[src/rtl/seg_scan4.sv]
// -----------------------------------------------------------------------------
// seg_scan4 - four-digit seven-segment scan driver (EGo1 display)
//
// Takes a 16-bit packed nibble word plus four decimal points and multiplexes it
// onto the shared segment bus and four digit selects. New values are captured
// into a pending register on `load` and only promoted to the displayed
// (shadow) value at a frame boundary, so a frame is never torn. Each digit slot
// starts with DEAD_CYC cycles of all-dark output to suppress ghosting.
//
// Parameters:
//   SCAN_DIV   clk cycles per digit slot (>= 4)
//   DEAD_CYC   dark cycles at the start of every slot (0 <= DEAD_CYC < SCAN_DIV)
//
// Ports:
//   clk         clock, rising edge
//   rst         synchronous reset, active low
//   data[15:0]  nibble per digit, [3:0] = rightmost digit (seg_cs[0])
//   dp[3:0]     decimal point per digit, same mapping as data
//   load        one-cycle strobe capturing data/dp into the pending register
//   seg_data    segments a..g in bits 0..6, dp in bit 7, active high
//   seg_cs      digit selects, active high, at most one bit set
//   frame_tick  one-cycle pulse when the digit-0 slot begins on the outputs
//
// Configuration macro:
//   SEG_LZ_BLANK_EN  when defined, leading zero digits (3..1) are kept dark
// -----------------------------------------------------------------------------
module seg_scan4 #(
    parameter int SCAN_DIV = 100_000,
    parameter int DEAD_CYC = 1_000
) (
    input  logic        clk,
    input  logic        rst,
    input  logic [15:0] data,
    input  logic [3:0]  dp,
    input  logic        load,
    output logic [7:0]  seg_data,
    output logic [3:0]  seg_cs,
    output logic        frame_tick
);

    localparam int CNT_W = $clog2(SCAN_DIV);
    typedef logic [CNT_W-1:0] cnt_t;
    localparam cnt_t CNT_LAST = cnt_t'(SCAN_DIV - 1);

    cnt_t        div_cnt_q, div_cnt_d;
    logic [1:0]  dig_q, dig_d;
    logic [15:0] pend_data_q, pend_data_d;
    logic [3:0]  pend_dp_q, pend_dp_d;
    logic [15:0] shad_data_q, shad_data_d;
    logic [3:0]  shad_dp_q, shad_dp_d;
    logic [7:0]  seg_data_q, seg_data_d;
    logic [3:0]  seg_cs_q, seg_cs_d;
    logic        frame_tick_q, frame_tick_d;

    logic        cnt_wrap;
    logic        frame_wrap;
    logic        in_dead;
    logic [3:0]  cur_nib;
    logic [3:0]  blank;

    function automatic logic [6:0] decode7(input logic [3:0] nib);
        decode7 = 7'h00;
        case (nib)
            4'h0: decode7 = 7'h3F;
            4'h1: decode7 = 7'h06;
            4'h2: decode7 = 7'h5B;
            4'h3: decode7 = 7'h4F;
            4'h4: decode7 = 7'h66;
            4'h5: decode7 = 7'h6D;
            4'h6: decode7 = 7'h7D;
            4'h7: decode7 = 7'h07;
            4'h8: decode7 = 7'h7F;
            4'h9: decode7 = 7'h6F;
            4'hA: decode7 = 7'h77;
            4'hB: decode7 = 7'h7C;
            4'hC: decode7 = 7'h39;
            4'hD: decode7 = 7'h5E;
            4'hE: decode7 = 7'h79;
            4'hF: decode7 = 7'h71;
            default: decode7 = 7'h00;
        endcase
    endfunction

`ifdef SEG_LZ_BLANK_EN
    // lz[k]: digit k shows nothing meaningful (zero nibble, no dp). A digit is
    // blanked only if it and every digit to its left are such zeros, so a lit
    // dp on a higher digit stops the blanking below it.
    logic [3:1] lz;
    generate
        for (genvar gi = 1; gi < 4; gi++) begin : g_blank
            assign lz[gi]    = (shad_data_q[gi*4 +: 4] == 4'h0) && !shad_dp_q[gi];
            assign blank[gi] = &lz[3:gi];
        end
    endgenerate
    assign blank[0] = 1'b0;
`else
    assign blank = 4'b0000;
`endif

    always_comb begin
        cnt_wrap   = (div_cnt_q == CNT_LAST);
        frame_wrap = cnt_wrap && (dig_q == 2'd3);

        div_cnt_d = cnt_wrap ? cnt_t'(0) : div_cnt_q + cnt_t'(1);
        dig_d     = cnt_wrap ? dig_q + 2'd1 : dig_q;

        pend_data_d = load ? data : pend_data_q;
        pend_dp_d   = load ? dp   : pend_dp_q;

        // pend_*_d already carries a same-cycle load, which gives the bypass.
        shad_data_d = frame_wrap ? pend_data_d : shad_data_q;
        shad_dp_d   = frame_wrap ? pend_dp_d   : shad_dp_q;

        in_dead = (int'(div_cnt_q) < DEAD_CYC);
        cur_nib = shad_data_q[{dig_q, 2'b00} +: 4];

        seg_cs_d   = 4'b0000;
        seg_data_d = 8'h00;
        if (!in_dead && !blank[dig_q]) begin
            seg_cs_d   = 4'b0001 << dig_q;
            seg_data_d = {shad_dp_q[dig_q], decode7(cur_nib)};
        end

        frame_tick_d = (dig_q == 2'd0) && (div_cnt_q == cnt_t'(0));
    end

    always_ff @(posedge clk) begin
        if (!rst) begin
            div_cnt_q    <= cnt_t'(0);
            dig_q        <= 2'd0;
            pend_data_q  <= 16'h0000;
            pend_dp_q    <= 4'h0;
            shad_data_q  <= 16'h0000;
            shad_dp_q    <= 4'h0;
            seg_data_q   <= 8'h00;
            seg_cs_q     <= 4'h0;
            frame_tick_q <= 1'b0;
        end else begin
            div_cnt_q    <= div_cnt_d;
            dig_q        <= dig_d;
            pend_data_q  <= pend_data_d;
            pend_dp_q    <= pend_dp_d;
            shad_data_q  <= shad_data_d;
            shad_dp_q    <= shad_dp_d;
            seg_data_q   <= seg_data_d;
            seg_cs_q     <= seg_cs_d;
            frame_tick_q <= frame_tick_d;
        end
    end

    assign seg_data   = seg_data_q;
    assign seg_cs     = seg_cs_q;
    assign frame_tick = frame_tick_q;

endmodule

[config.mk]
export PLATFORM = sky130hd
export DESIGN_NAME = seg_scan4
export DESIGN_NICKNAME = d
export VERILOG_FILES = /design/src/rtl/seg_scan4.sv
export SDC_FILE = /design/constraint.sdc
export NUM_CORES = 1
export LEC_CHECK = 0
export CAP_MARGIN = 20
export CORE_UTILIZATION = 45
export DETAILED_ROUTE_END_ITERATION = 12
export PLACE_DENSITY = 0.69
export RECOVER_POWER = 100
export SLEW_MARGIN = 10
export SYNTH_ARGS = -nofsm -noshare
export SYNTH_HDL_FRONTEND = slang
export SYNTH_SLANG_ARGS = --single-unit
[constraint.sdc]
create_clock -name clk -period 2 [get_ports clk]
set_input_delay 0.3 -clock clk [delete_from_list [all_inputs] [get_ports clk]]
set_output_delay 0.3 -clock clk [all_outputs]
set_load 0.02 [all_outputs]
==> results of run 1 <==
worst paths after layout:
path,start,to,cells past startpoint
max reg2reg,div_cnt_q[8]$_SDFF_PP0_,shad_data_q[1]$_SDFFE_PN0P_,5
max,div_cnt_q[8]$_SDFF_PP0_,shad_data_q[1]$_SDFFE_PN0P_,5
min reg2reg,div_cnt_q[14]$_SDFF_PP0_,div_cnt_q[14]$_SDFF_PP0_,2
min,div_cnt_q[14]$_SDFF_PP0_,div_cnt_q[14]$_SDFF_PP0_,2
what timing repair did:
action | 4_1_cts | 5_1_grt
setup buffers | 0 | 3
gates resized for setup | 0 | 1
endpoints found under the setup margin | 0 | 3
cell type report:
type | count | area, sq um | area share
timing repair buffer | 58 | 519 | 0.132
tap | 96 | 120 | 0.0305
clock buffer | 9 | 124 | 0.0314
multi-input combinational | 216 | 1640 | 0.415
inverter | 14 | 52.6 | 0.0133
clock inverter | 7 | 47.5 | 0.0121
sequential | 72 | 1440 | 0.366
metrics by stage:
| step | instance area (sq um) | utilization | hold WS (ns) | setup WS (ns) | std cells |
|---|---|---|---|---|---|
| after CTS | 3940 | 0.576 | 0.492 | 0.0752 | 469 |
| after global routing | 3940 | 0.577 | 0.514 | 0.0283 | 472 |
| final | 3940 | 0.577 | 0.498 | 0.116 | 472 |
| after floorplan | 3210 | - | 0.437 | 0.0443 | 317 |
| after detailed placement | 3760 | 0.551 | 0.475 | 0.105 | 453 |
| after global placement | 3760 | 0.551 | 0.467 | 0.129 | 453 |
cells by family (layout without fill, tap and decap cells):
logic type | Yosys count | in the layout | synth area share
simple gates | 113 | 113 | 0.185
flops | 72 | 72 | 0.449
mux | 52 | 52 | 0.190
compound gates | 29 | 29 | 0.0628
buf+inv | 29 | 88 | 0.0402
fa+ha+maj | 11 | 11 | 0.0429
xor+xnor | 11 | 11 | 0.0300
state kept, by name, indices dropped and copies added, names as in the netlist:
signal	cells
pend_data_q	16
pend_dp_q	4
seg_data	8
shad_dp_q	4
seg_cs	4
shad_data_q	16
frame_tick	1
div_cnt_q	17
dig_q	2
per-layer routing:
metal / GRT usage / vias up
met4: 0.0515 / 0
met3: 0.0619 / 8
met1: 0.224 / 1137
met5: 0 / -
li1: - / 1210
met2: 0.339 / 41
cells in the final DEF (no fill, tap or decap), types with 2 or more instances in the layout:
| master | instances |
|---|---|
| sky130_fd_sc_hd__clkinvlp_4 | 2 |
| sky130_fd_sc_hd__dfxtp_1 | 71 |
| sky130_fd_sc_hd__or4_1 | 5 |
| sky130_fd_sc_hd__a31oi_1 | 2 |
| sky130_fd_sc_hd__mux4_2 | 5 |
| sky130_fd_sc_hd__ha_1 | 11 |
| sky130_fd_sc_hd__buf_4 | 17 |
| sky130_fd_sc_hd__nand3_1 | 7 |
| sky130_fd_sc_hd__clkinv_2 | 3 |
| sky130_fd_sc_hd__and2_1 | 21 |
| sky130_fd_sc_hd__o21ai_0 | 5 |
| sky130_fd_sc_hd__nor2_1 | 39 |
| sky130_fd_sc_hd__mux2_2 | 20 |
| sky130_fd_sc_hd__a21oi_1 | 8 |
| sky130_fd_sc_hd__dlygate4sd3_1 | 14 |
| sky130_fd_sc_hd__nand2_1 | 11 |
| sky130_fd_sc_hd__nor3_1 | 10 |
| sky130_fd_sc_hd__inv_1 | 14 |
| sky130_fd_sc_hd__clkbuf_8 | 9 |
| sky130_fd_sc_hd__clkbuf_1 | 3 |
| sky130_fd_sc_hd__nor4_1 | 2 |
| sky130_fd_sc_hd__or3_1 | 5 |
| sky130_fd_sc_hd__mux2i_1 | 26 |
| sky130_fd_sc_hd__xor2_1 | 3 |
| sky130_fd_sc_hd__nand4_1 | 2 |
| sky130_fd_sc_hd__a311oi_1 | 2 |
| sky130_fd_sc_hd__a221oi_1 | 4 |
| sky130_fd_sc_hd__buf_2 | 2 |
| sky130_fd_sc_hd__xnor2_1 | 8 |
| sky130_fd_sc_hd__clkdlybuf4s50_1 | 21 |
| sky130_fd_sc_hd__o31ai_1 | 4 |
power breakdown:
group          total (mW)  internal, mW  switching [mW]
logic               0.157        0.0852          0.0723
registers            1.47          1.46          0.0102
clock network        1.01         0.449           0.562
total                2.64          2.00           0.644
worst max-delay path, cell delays in order, from the launching register on:
cell and delay, ns:
sky130_fd_sc_hd__dfxtp_1 0.34, sky130_fd_sc_hd__or4_4 0.54, sky130_fd_sc_hd__nor3_2 0.23, sky130_fd_sc_hd__nand3_1 0.12
sky130_fd_sc_hd__buf_2 0.23, sky130_fd_sc_hd__mux2_1 0.32
==> impl_metrics.xml, run 1 <==
<?xml version="1.0" encoding="UTF-8"?>
<metrics>
  <group name="timing">
    <metric name="period_share" unit="">0.942</metric>
    <metric name="layout_min_cycle_time" unit="ns">1.88</metric>
    <metric name="grt_setup_unrepaired" unit="">no</metric>
    <metric name="achievable-frequency" unit="MHz">531</metric>
    <metric name="setup-violations-final" unit="">0</metric>
    <metric name="worst-slew-pin-transition" unit="ns">0.793</metric>
    <metric name="final-hold-violation-count" unit="">0</metric>
    <metric name="timing.max_slew.rel_slack" unit="">0.472</metric>
    <metric name="slew_violations" unit="">0</metric>
    <metric name="final.setup.tns" unit="ns">0</metric>
    <metric name="timing.clock.skew" unit="ns">0.00772</metric>
  </group>
  <group name="logic_synthesis">
    <metric name="synth.avg_cell_area" unit="sq um">10.1</metric>
    <metric name="post-synth-top-area-fraction" unit="">0.449</metric>
    <metric name="syn-instance-count" unit="">317</metric>
    <metric name="synthDistinctLibCells" unit="">42</metric>
    <metric name="async_reset_ff_frac" unit="">0</metric>
    <metric name="yosys.area.top_type" unit="">sky130_fd_sc_hd__dfxtp_1</metric>
    <metric name="synth-seq-cells" unit="">72</metric>
    <metric name="yosys-top-cells-area" unit="">sky130_fd_sc_hd__dfxtp_1 45%, sky130_fd_sc_hd__mux2i_1 8.1%, sky130_fd_sc_hd__mux2_2 7.0%, sky130_fd_sc_hd__nor2_1 4.6%, sky130_fd_sc_hd__ha_1 4.3%</metric>
    <metric name="synth_area" unit="sq um">3210</metric>
    <metric name="seq_area_frac_synth" unit="">0.449</metric>
    <metric name="yosys.cell_count.top_type" unit="">sky130_fd_sc_hd__dfxtp_1</metric>
    <metric name="synth-edff-count" unit="">0</metric>
    <metric name="synth.cells.most_frequent" unit="">72 x sky130_fd_sc_hd__dfxtp_1, 39 x sky130_fd_sc_hd__nor2_1, 26 x sky130_fd_sc_hd__mux2i_1</metric>
    <metric name="number_of_warnings_reported_in_the_yosys_synthesis_log" unit="">0</metric>
    <metric name="synth_ff_type" unit="">sky130_fd_sc_hd__dfxtp_1</metric>
    <metric name="syn_nets" unit="">351</metric>
  </group>
  <group name="final_layout">
    <metric name="fillers" unit="">609</metric>
    <metric name="fraction_of_layout_instances_using_a_drive_strength_above_1" unit="">0.184</metric>
    <metric name="diodes" unit="">0</metric>
    <metric name="final_net_count" unit="">405</metric>
    <metric name="syn2layout_area_growth" unit="%">22.9</metric>
  </group>
  <group name="floorplanning">
    <metric name="die_y" unit="um">86.4</metric>
    <metric name="die_area" unit="sq um">7470</metric>
    <metric name="floorplan.initialDensity" unit="">0.470</metric>
    <metric name="std_cell_rows" unit="">30</metric>
    <metric name="die_width" unit="um">86.4</metric>
    <metric name="core" unit="sq um">6830</metric>
    <metric name="boundaryPins" unit="">36</metric>
  </group>
  <group name="grt">
    <metric name="via_count_of_the_first_global_routing_pass" unit="">2390</metric>
    <metric name="grt_first_pass_wirelength" unit="um">11000</metric>
    <metric name="number_of_antenna_violations_at_the_first_check_in_global_routing" unit="">0</metric>
    <metric name="gr_overflow_total" unit="">0</metric>
    <metric name="pin_count_of_the_biggest_net_entering_global_routing" unit="">23</metric>
    <metric name="grt_use_total" unit="">0.192</metric>
  </group>
  <group name="route">
    <metric name="highest_layer" unit="">met4</metric>
    <metric name="vias" unit="">2396</metric>
    <metric name="vias_per_cell" unit="">5.08</metric>
    <metric name="wl_per_cell" unit="um">13.5</metric>
    <metric name="initialDrtViolationCount" unit="">86</metric>
    <metric name="final_antenna_net_count" unit="">0</metric>
    <metric name="drtPass1Iterations" unit="">4</metric>
    <metric name="dr_wl_met3" unit="um">217</metric>
    <metric name="dr_wl_met2" unit="um">3190</metric>
    <metric name="wl_met1" unit="um">2890</metric>
    <metric name="drc_errors" unit="">0</metric>
    <metric name="routed_wirelength" unit="um">6380</metric>
  </group>
  <group name="place">
    <metric name="buffer_ports.inserted" unit="">35</metric>
    <metric name="place.gp.congestion" unit="">0.876</metric>
    <metric name="place.detailed.hpwl" unit="um">4490</metric>
  </group>
  <group name="cts">
    <metric name="cts_made_buffers" unit="">9</metric>
    <metric name="clockRootBuffer" unit="">sky130_fd_sc_hd__clkbuf_8</metric>
    <metric name="cts.path.max_buffers" unit="">2</metric>
    <metric name="clk_transition_reported_paths" unit="ns">0.08</metric>
    <metric name="clock_insertion_delay_worst_skew" unit="ns">0.35</metric>
    <metric name="tritoncts_clock_tree" unit="">built</metric>
    <metric name="htree_levels" unit="">3</metric>
    <metric name="cts-hold-fix-buffers" unit="">0</metric>
    <metric name="clock-sinks" unit="">72</metric>
  </group>
  <group name="power">
    <metric name="p_per_area" unit="nW/um^2">670</metric>
    <metric name="total_leakage_power" unit="nW">1.59</metric>
    <metric name="vdd_ir_drop_max" unit="mV">0.401</metric>
    <metric name="finalPower" unit="mW">2.64</metric>
  </group>
  <group name="setup_path">
    <metric name="startpoint_type" unit="">flip-flop</metric>
    <metric name="setup.worst_path.end_class" unit="">flip-flop</metric>
    <metric name="timing_worst_setup_path_type" unit="">flip-flop to flip-flop</metric>
    <metric name="rrSetupSlack" unit="ns">0.12</metric>
    <metric name="cp.required" unit="ns">2.24</metric>
    <metric name="worstPathArrival" unit="ns">2.12</metric>
    <metric name="crit_fanout" unit="">10</metric>
  </group>
  <group name="hold_path">
    <metric name="hold_path.class" unit="">flip-flop to flip-flop</metric>
  </group>
  <group name="status">
    <metric name="outcome" unit="">finished, final reports clean</metric>
  </group>
  <group name="run">
    <metric name="cap_viol_max_count" unit="">0</metric>
  </group>
</metrics>
Power figures use the tool's default switching activity.
==> inputs of run 2 (changes only) <==
CORE_UTILIZATION = 50   (was 45)
PLACE_DENSITY = 0.75   (was 0.69)
RECOVER_POWER = 50   (was 100)
==> run 2 against run 1 <==
Via count is 0.38% higher. Hold slack improved by 0.0037 ns. Setup slack got worse by 0.0025 ns. Critical path type unchanged. Largest cell class unchanged.
==> impl_metrics.xml, run 2 (same netlist as run 1, synthesis figures left out) <==
<?xml version="1.0" encoding="UTF-8"?>
<metrics>
  <group name="setup_path">
    <metric name="setup.worst_path.end_class" unit="">flip-flop</metric>
    <metric name="r2r_end" unit="">shad_data_q[1]$_SDFFE_PN0P_</metric>
    <metric name="cp.required" unit="ns">2.22</metric>
    <metric name="rrSetupSlack" unit="ns">0.11</metric>
    <metric name="crit_fanout" unit="">20</metric>
    <metric name="reg2reg_depth" unit="">5</metric>
    <metric name="worst_r2r_startpoint" unit="">div_cnt_q[8]$_SDFF_PP0_</metric>
    <metric name="worstPathArrival" unit="ns">2.11</metric>
    <metric name="timing_worst_setup_path_type" unit="">flip-flop to flip-flop</metric>
    <metric name="startpoint_type" unit="">flip-flop</metric>
  </group>
  <group name="grt">
    <metric name="pin_count_of_the_biggest_net_entering_global_routing" unit="">23</metric>
    <metric name="via_count_of_the_first_global_routing_pass" unit="">2318</metric>
    <metric name="top_usage_layer" unit="">met2</metric>
    <metric name="number_of_antenna_violations_at_the_first_check_in_global_routing" unit="">0</metric>
    <metric name="grt_first_pass_wirelength" unit="um">10400</metric>
    <metric name="grt_use_total" unit="">0.208</metric>
    <metric name="grtUsageMet2" unit="">0.352</metric>
    <metric name="met1_usage" unit="">0.242</metric>
    <metric name="met3_usage" unit="">0.0637</metric>
    <metric name="gr_overflow_total" unit="">0</metric>
  </group>
  <group name="cts">
    <metric name="clock_insertion_delay_worst_skew" unit="ns">0.34</metric>
    <metric name="clockRootBuffer" unit="">sky130_fd_sc_hd__clkbuf_8</metric>
    <metric name="tritoncts_clock_tree" unit="">built</metric>
    <metric name="postCtsSetupRepairBufs" unit="">0</metric>
    <metric name="htree_levels" unit="">3</metric>
    <metric name="cts-hold-fix-buffers" unit="">0</metric>
    <metric name="clock-sinks" unit="">72</metric>
    <metric name="postCtsResizedCells" unit="">0</metric>
    <metric name="cts_made_buffers" unit="">9</metric>
    <metric name="cts.path.max_buffers" unit="">2</metric>
    <metric name="clk_transition_reported_paths" unit="ns">0.07</metric>
  </group>
  <group name="timing">
    <metric name="period_share" unit="">0.943</metric>
    <metric name="achievable-frequency" unit="MHz">530</metric>
    <metric name="timing.max_slew.rel_slack" unit="">0.535</metric>
    <metric name="setup_ws" unit="ns">0.113</metric>
    <metric name="grt_setup_unrepaired" unit="">no</metric>
    <metric name="worst-slew-pin-transition" unit="ns">0.698</metric>
    <metric name="final.setup.tns" unit="ns">0</metric>
    <metric name="setup-violations-final" unit="">0</metric>
    <metric name="slew_violations" unit="">0</metric>
    <metric name="final-hold-violation-count" unit="">0</metric>
    <metric name="layout_min_cycle_time" unit="ns">1.89</metric>
    <metric name="timing.clock.skew" unit="ns">0.00885</metric>
  </group>
  <group name="floorplanning">
    <metric name="core" unit="sq um">6060</metric>
    <metric name="floorplan.initialDensity" unit="">0.529</metric>
    <metric name="die_area" unit="sq um">6740</metric>
    <metric name="die_y" unit="um">82.1</metric>
    <metric name="boundaryPins" unit="">36</metric>
    <metric name="die_width" unit="um">82.1</metric>
    <metric name="std_cell_rows" unit="">28</metric>
  </group>
  <group name="final_layout">
    <metric name="layout.cells.most_common" unit="">sky130_fd_sc_hd__dfxtp_1</metric>
    <metric name="largest-register" unit="">div_cnt_q</metric>
    <metric name="biggestRegsByFlops" unit="">div_cnt_q: 17 flops, pend_data_q: 16 flops, shad_data_q: 16 flops</metric>
    <metric name="final_net_count" unit="">402</metric>
    <metric name="diodes" unit="">0</metric>
    <metric name="final_core_utilization" unit="">0.654</metric>
    <metric name="largest_register_ff_count" unit="">17</metric>
    <metric name="syn2layout_area_growth" unit="%">23.5</metric>
    <metric name="fraction_of_layout_instances_using_a_drive_strength_above_1" unit="">0.177</metric>
    <metric name="leading_cell_types_in_the_layout_fill_and_taps_excluded" unit="">71 x sky130_fd_sc_hd__dfxtp_1, 39 x sky130_fd_sc_hd__nor2_1, 26 x sky130_fd_sc_hd__mux2i_1</metric>
  </group>
  <group name="route">
    <metric name="initialDrtViolationCount" unit="">78</metric>
    <metric name="drc_errors" unit="">0</metric>
    <metric name="routed_wirelength" unit="um">6380</metric>
    <metric name="vias_per_cell" unit="">5.37</metric>
    <metric name="vias" unit="">2405</metric>
    <metric name="wl_per_cell" unit="um">14.2</metric>
    <metric name="drtPass1Iterations" unit="">4</metric>
    <metric name="final_antenna_net_count" unit="">0</metric>
  </group>
  <group name="hold_path">
    <metric name="timing.hold.worst_path_depth" unit="">2</metric>
    <metric name="min_delay_worst_endpoint" unit="">div_cnt_q[14]$_SDFF_PP0_</metric>
    <metric name="hold_path.class" unit="">flip-flop to flip-flop</metric>
    <metric name="hold_path.startpoint" unit="">div_cnt_q[14]$_SDFF_PP0_</metric>
  </group>
  <group name="place">
    <metric name="place.gp.congestion" unit="">0.868</metric>
    <metric name="dp_worst_setup_slack" unit="ns">0.0976</metric>
    <metric name="buffer_ports.inserted" unit="">35</metric>
    <metric name="place.detailed.hpwl" unit="um">4560</metric>
  </group>
  <group name="power">
    <metric name="p_per_area" unit="nW/um^2">726</metric>
    <metric name="total_leakage_power" unit="nW">1.61</metric>
    <metric name="vdd_ir_drop_max" unit="mV">0.548</metric>
  </group>
  <group name="run">
    <metric name="cap_viol_max_count" unit="">0</metric>
  </group>
  <group name="status">
    <metric name="outcome" unit="">finished, final reports clean</metric>
  </group>
</metrics>
==> run 2: cell count changes in the layout (fill, tap and decap cells not counted), moves of 2 or more <==
| cell | previous run | this run |
|---|---|---|
| sky130_fd_sc_hd__clkinvlp_4 | 2 | 0 |
| sky130_fd_sc_hd__bufinv_16 | 0 | 2 |
| sky130_fd_sc_hd__clkinv_2 | 3 | 1 |
| sky130_fd_sc_hd__buf_2 | 2 | 0 |
==> run 2: how the worst max path moves through the flow <==
stage                                       end  slack (ns)  depth (start not counted)                    start
global route        shad_data_q[1]$_SDFFE_PN0P_        0.01                          5  div_cnt_q[8]$_SDFF_PP0_
floorplan                seg_data[0]$_SDFF_PN0_        0.04                          6    dig_q[0]$_SDFFE_PN0P_
CTS                      seg_data[0]$_SDFF_PN0_        0.09                          4    dig_q[0]$_SDFFE_PN0P_
finish              shad_data_q[1]$_SDFFE_PN0P_        0.11                          5  div_cnt_q[8]$_SDFF_PP0_
global placement          frame_tick$_SDFF_PN0_        0.15                          4                      rst
detailed placement       seg_data[0]$_SDFF_PN0_         0.1                          4    dig_q[0]$_SDFFE_PN0P_
==> run 2: layer usage <==
metal / vias up / part of all wire
li1: 1212 / -
met2: 45 / 0.49
met5: - / 0
met1: 1137 / 0.46
met3: 11 / 0.041
met4: 0 / 0.017
==> run 2: power by group <==
part	internal, mW	total, mW	switching, mW
Sequential	1.46	1.47	0.00985
Combinational	0.0846	0.158	0.0737
Clock	0.737	1.24	0.508
Total	2.29	2.88	0.591
==> run 2: per-stage QoR <==
stage / cells / instance area [sq um] / hold WS (ns) / total power, mW
global placement: 432 / 3760 / 0.479 / 1.67
CTS: 448 / 3980 / 0.508 / 2.92
global route: 448 / 3960 / 0.535 / 2.98
finish: 448 / 3960 / 0.502 / 2.88
floorplan: 317 / 3210 / 0.437 / 1.59
detailed placement: 432 / 3760 / 0.491 / 1.67
==> run 2: cell type report <==
| type | instances | area, sq um |
|---|---|---|
| fillers | 496 | 2100 |
| multi-input cells | 216 | 1640 |
| flip-flops and latches | 72 | 1440 |
| repair buffers | 55 | 519 |
| clock buffers | 13 | 149 |
| well taps | 75 | 93.8 |
| clock inverters | 3 | 65.1 |
| inverters | 14 | 52.6 |
==> run 2: worst max-delay path: stages (launching register included) <==
cell                      delay (ns)
sky130_fd_sc_hd__dfxtp_1        0.33
sky130_fd_sc_hd__or4_4          0.53
sky130_fd_sc_hd__nor3_2         0.24
sky130_fd_sc_hd__nand3_1        0.16
sky130_fd_sc_hd__buf_12         0.20
sky130_fd_sc_hd__mux2_1         0.31
==> inputs of run 3 (changes only) <==
CORE_UTILIZATION = 40   (was 50)
PLACE_DENSITY = default   (was 0.75)
==> run 3 against run 2 <==
Largest power group unchanged. Highest routed layer unchanged. Sequential share of layout area is essentially flat. Register-to-register slack barely moved. Global-route usage shrank 4.3 points. Critical path type unchanged.
==> impl_metrics.xml, run 3 (same netlist as run 1, synthesis figures left out) <==
<?xml version="1.0" encoding="UTF-8"?>
<metrics>
  <group name="floorplanning">
    <metric name="floorplan.initialDensity" unit="">0.415</metric>
    <metric name="die_area" unit="sq um">8380</metric>
    <metric name="boundaryPins" unit="">36</metric>
    <metric name="core" unit="sq um">7730</metric>
    <metric name="die_y" unit="um">91.6</metric>
    <metric name="die_width" unit="um">91.6</metric>
    <metric name="std_cell_rows" unit="">32</metric>
  </group>
  <group name="route">
    <metric name="drc_errors" unit="">0</metric>
    <metric name="wl_per_cell" unit="um">13.6</metric>
    <metric name="dr_wl_met3" unit="um">284</metric>
    <metric name="final_antenna_net_count" unit="">0</metric>
    <metric name="dr_wl_met2" unit="um">3020</metric>
    <metric name="vias_per_cell" unit="">5.00</metric>
    <metric name="routed_wirelength" unit="um">6480</metric>
    <metric name="vias" unit="">2384</metric>
    <metric name="initialDrtViolationCount" unit="">79</metric>
    <metric name="highest_layer" unit="">met4</metric>
    <metric name="drtPass1Iterations" unit="">4</metric>
    <metric name="wl_met1" unit="um">3080</metric>
  </group>
  <group name="timing">
    <metric name="fin_hold_ws" unit="ns">0.475</metric>
    <metric name="final.setup.tns" unit="ns">0</metric>
    <metric name="final-hold-violation-count" unit="">0</metric>
    <metric name="setup-violations-final" unit="">0</metric>
    <metric name="layout_min_cycle_time" unit="ns">1.90</metric>
    <metric name="timing.clock.skew" unit="ns">0.00444</metric>
    <metric name="slew_violations" unit="">0</metric>
    <metric name="worst-slew-pin-transition" unit="ns">0.828</metric>
    <metric name="grt_setup_unrepaired" unit="">no</metric>
    <metric name="period_share" unit="">0.950</metric>
    <metric name="achievable-frequency" unit="MHz">526</metric>
    <metric name="timing.max_slew.rel_slack" unit="">0.448</metric>
  </group>
  <group name="final_layout">
    <metric name="layout.cells.most_common" unit="">sky130_fd_sc_hd__dfxtp_1</metric>
    <metric name="largest-register" unit="">div_cnt_q</metric>
    <metric name="largest_register_ff_count" unit="">17</metric>
    <metric name="regArea" unit="sq um">1440</metric>
    <metric name="final_cells" unit="">477</metric>
    <metric name="final_net_count" unit="">404</metric>
    <metric name="fraction_of_layout_instances_using_a_drive_strength_above_1" unit="">0.171</metric>
    <metric name="diodes" unit="">0</metric>
    <metric name="syn2layout_area_growth" unit="%">23.6</metric>
    <metric name="biggestRegsByFlops" unit="">div_cnt_q: 17 flops, pend_data_q: 16 flops, shad_data_q: 16 flops</metric>
    <metric name="leading_cell_types_in_the_layout_fill_and_taps_excluded" unit="">71 x sky130_fd_sc_hd__dfxtp_1, 39 x sky130_fd_sc_hd__nor2_1, 26 x sky130_fd_sc_hd__mux2i_1</metric>
    <metric name="multiInputGateArea" unit="sq um">1670</metric>
    <metric name="fillers" unit="">712</metric>
  </group>
  <group name="power">
    <metric name="share_clk_of_total_power" unit="">0.377</metric>
    <metric name="power_switching" unit="mW">0.588</metric>
    <metric name="p_per_area" unit="nW/um^2">660</metric>
    <metric name="p_int" unit="mW">2.03</metric>
    <metric name="vdd_ir_drop_max" unit="mV">0.413</metric>
    <metric name="total_leakage_power" unit="nW">1.59</metric>
    <metric name="power_frac_seq" unit="">0.563</metric>
    <metric name="comb_power_share" unit="">0.059</metric>
    <metric name="swShare" unit="">0.225</metric>
  </group>
  <group name="setup_path">
    <metric name="worstPathArrival" unit="ns">2.12</metric>
    <metric name="setup.worst_path.end_class" unit="">flip-flop</metric>
    <metric name="cp.required" unit="ns">2.22</metric>
    <metric name="timing_worst_setup_path_type" unit="">flip-flop to flip-flop</metric>
    <metric name="crit_fanout" unit="">10</metric>
    <metric name="startpoint_type" unit="">flip-flop</metric>
  </group>
  <group name="hold_path">
    <metric name="hold_path.class" unit="">flip-flop to flip-flop</metric>
  </group>
  <group name="cts">
    <metric name="tritoncts_clock_tree" unit="">built</metric>
    <metric name="clock_insertion_delay_worst_skew" unit="ns">0.34</metric>
    <metric name="clockRootBuffer" unit="">sky130_fd_sc_hd__clkbuf_8</metric>
    <metric name="cts_made_buffers" unit="">9</metric>
    <metric name="clock-sinks" unit="">72</metric>
    <metric name="htree_levels" unit="">3</metric>
    <metric name="cts.path.max_buffers" unit="">2</metric>
    <metric name="clk_transition_reported_paths" unit="ns">0.07</metric>
  </group>
  <group name="grt">
    <metric name="number_of_antenna_violations_at_the_first_check_in_global_routing" unit="">0</metric>
    <metric name="grt_use_total" unit="">0.165</metric>
    <metric name="via_count_of_the_first_global_routing_pass" unit="">2321</metric>
    <metric name="gr_overflow_total" unit="">0</metric>
    <metric name="grt_first_pass_wirelength" unit="um">10800</metric>
    <metric name="pin_count_of_the_biggest_net_entering_global_routing" unit="">23</metric>
  </group>
  <group name="run">
    <metric name="cap_viol_max_count" unit="">0</metric>
  </group>
  <group name="place">
    <metric name="place.detailed.hpwl" unit="um">4510</metric>
    <metric name="placed_cells_incl_taps" unit="">459</metric>
    <metric name="place.gp.congestion" unit="">0.823</metric>
    <metric name="buffer_ports.inserted" unit="">35</metric>
  </group>
  <group name="status">
    <metric name="outcome" unit="">finished, final reports clean</metric>
  </group>
</metrics>
run 3: worst max-delay path, stage by stage, from the launching register on:
cell	delay, ns
sky130_fd_sc_hd__dfxtp_1	0.33
sky130_fd_sc_hd__or4_1	0.58
sky130_fd_sc_hd__nor3_2	0.24
sky130_fd_sc_hd__nand3_1	0.12
sky130_fd_sc_hd__buf_4	0.20
sky130_fd_sc_hd__mux2_1	0.31
run 3: layout make-up:
class                           count  area share
Clock buffer                       13      0.0376
Clock inverter                      3     0.00442
Inverter                           14      0.0133
Multi-Input combinational cell    217       0.420
Sequential cell                    72       0.364
Tap cell                          102      0.0322
Timing Repair Buffer               56       0.128
run 3: power by group through the flow:
stage | Sequential (mW) | Combinational (mW) | Clock (mW)
6_report | 1.47 | 0.155 | 0.988
5_1_grt | 1.48 | 0.173 | 1.08
4_1_cts | 1.47 | 0.160 | 1.02
3_5_place_dp | 1.51 | 0.160 | 0
3_3_place_gp | 1.51 | 0.159 | 0
2_1_floorplan | 1.51 | 0.0773 | 0
run 3: worst paths after layout:
check / slack, ns / depth (start not counted) / endpoint / start
max: 0.1 / 5 / shad_data_q[1]$_SDFFE_PN0P_ / div_cnt_q[8]$_SDFF_PP0_
min: 0.47 / 1 / div_cnt_q[0]$_SDFF_PP0_ / div_cnt_q[0]$_SDFF_PP0_
max reg2reg: 0.1 / 5 / shad_data_q[1]$_SDFFE_PN0P_ / div_cnt_q[8]$_SDFF_PP0_
min reg2reg: 0.47 / 1 / div_cnt_q[0]$_SDFF_PP0_ / div_cnt_q[0]$_SDFF_PP0_
run 3: repair_timing:
action                     in CTS  in global routing
resized for setup               0                  2
hold buffers                    0                  0
setup endpoints to repair       0                  5
setup buffers                   0                  1
run 3: routing by layer:
layer / GRT usage / vias to the layer above
li1: - / 1224
met1: 0.203 / 1107
met2: 0.268 / 46
met3: 0.0544 / 7
met4: 0.0556 / 0
met5: 0 / -
run 3: metrics by stage:
step	power (mW)	utilization	instance area [sq um]	setup WS [ns]
6_report	2.62	0.513	3960	0.0996
5_1_grt	2.73	0.513	3960	0.00240
4_1_cts	2.66	0.510	3940	0.0929
3_5_place_dp	1.67	0.488	3770	0.119
3_3_place_gp	1.67	0.488	3770	0.144
2_1_floorplan	1.59	-	3210	0.0443
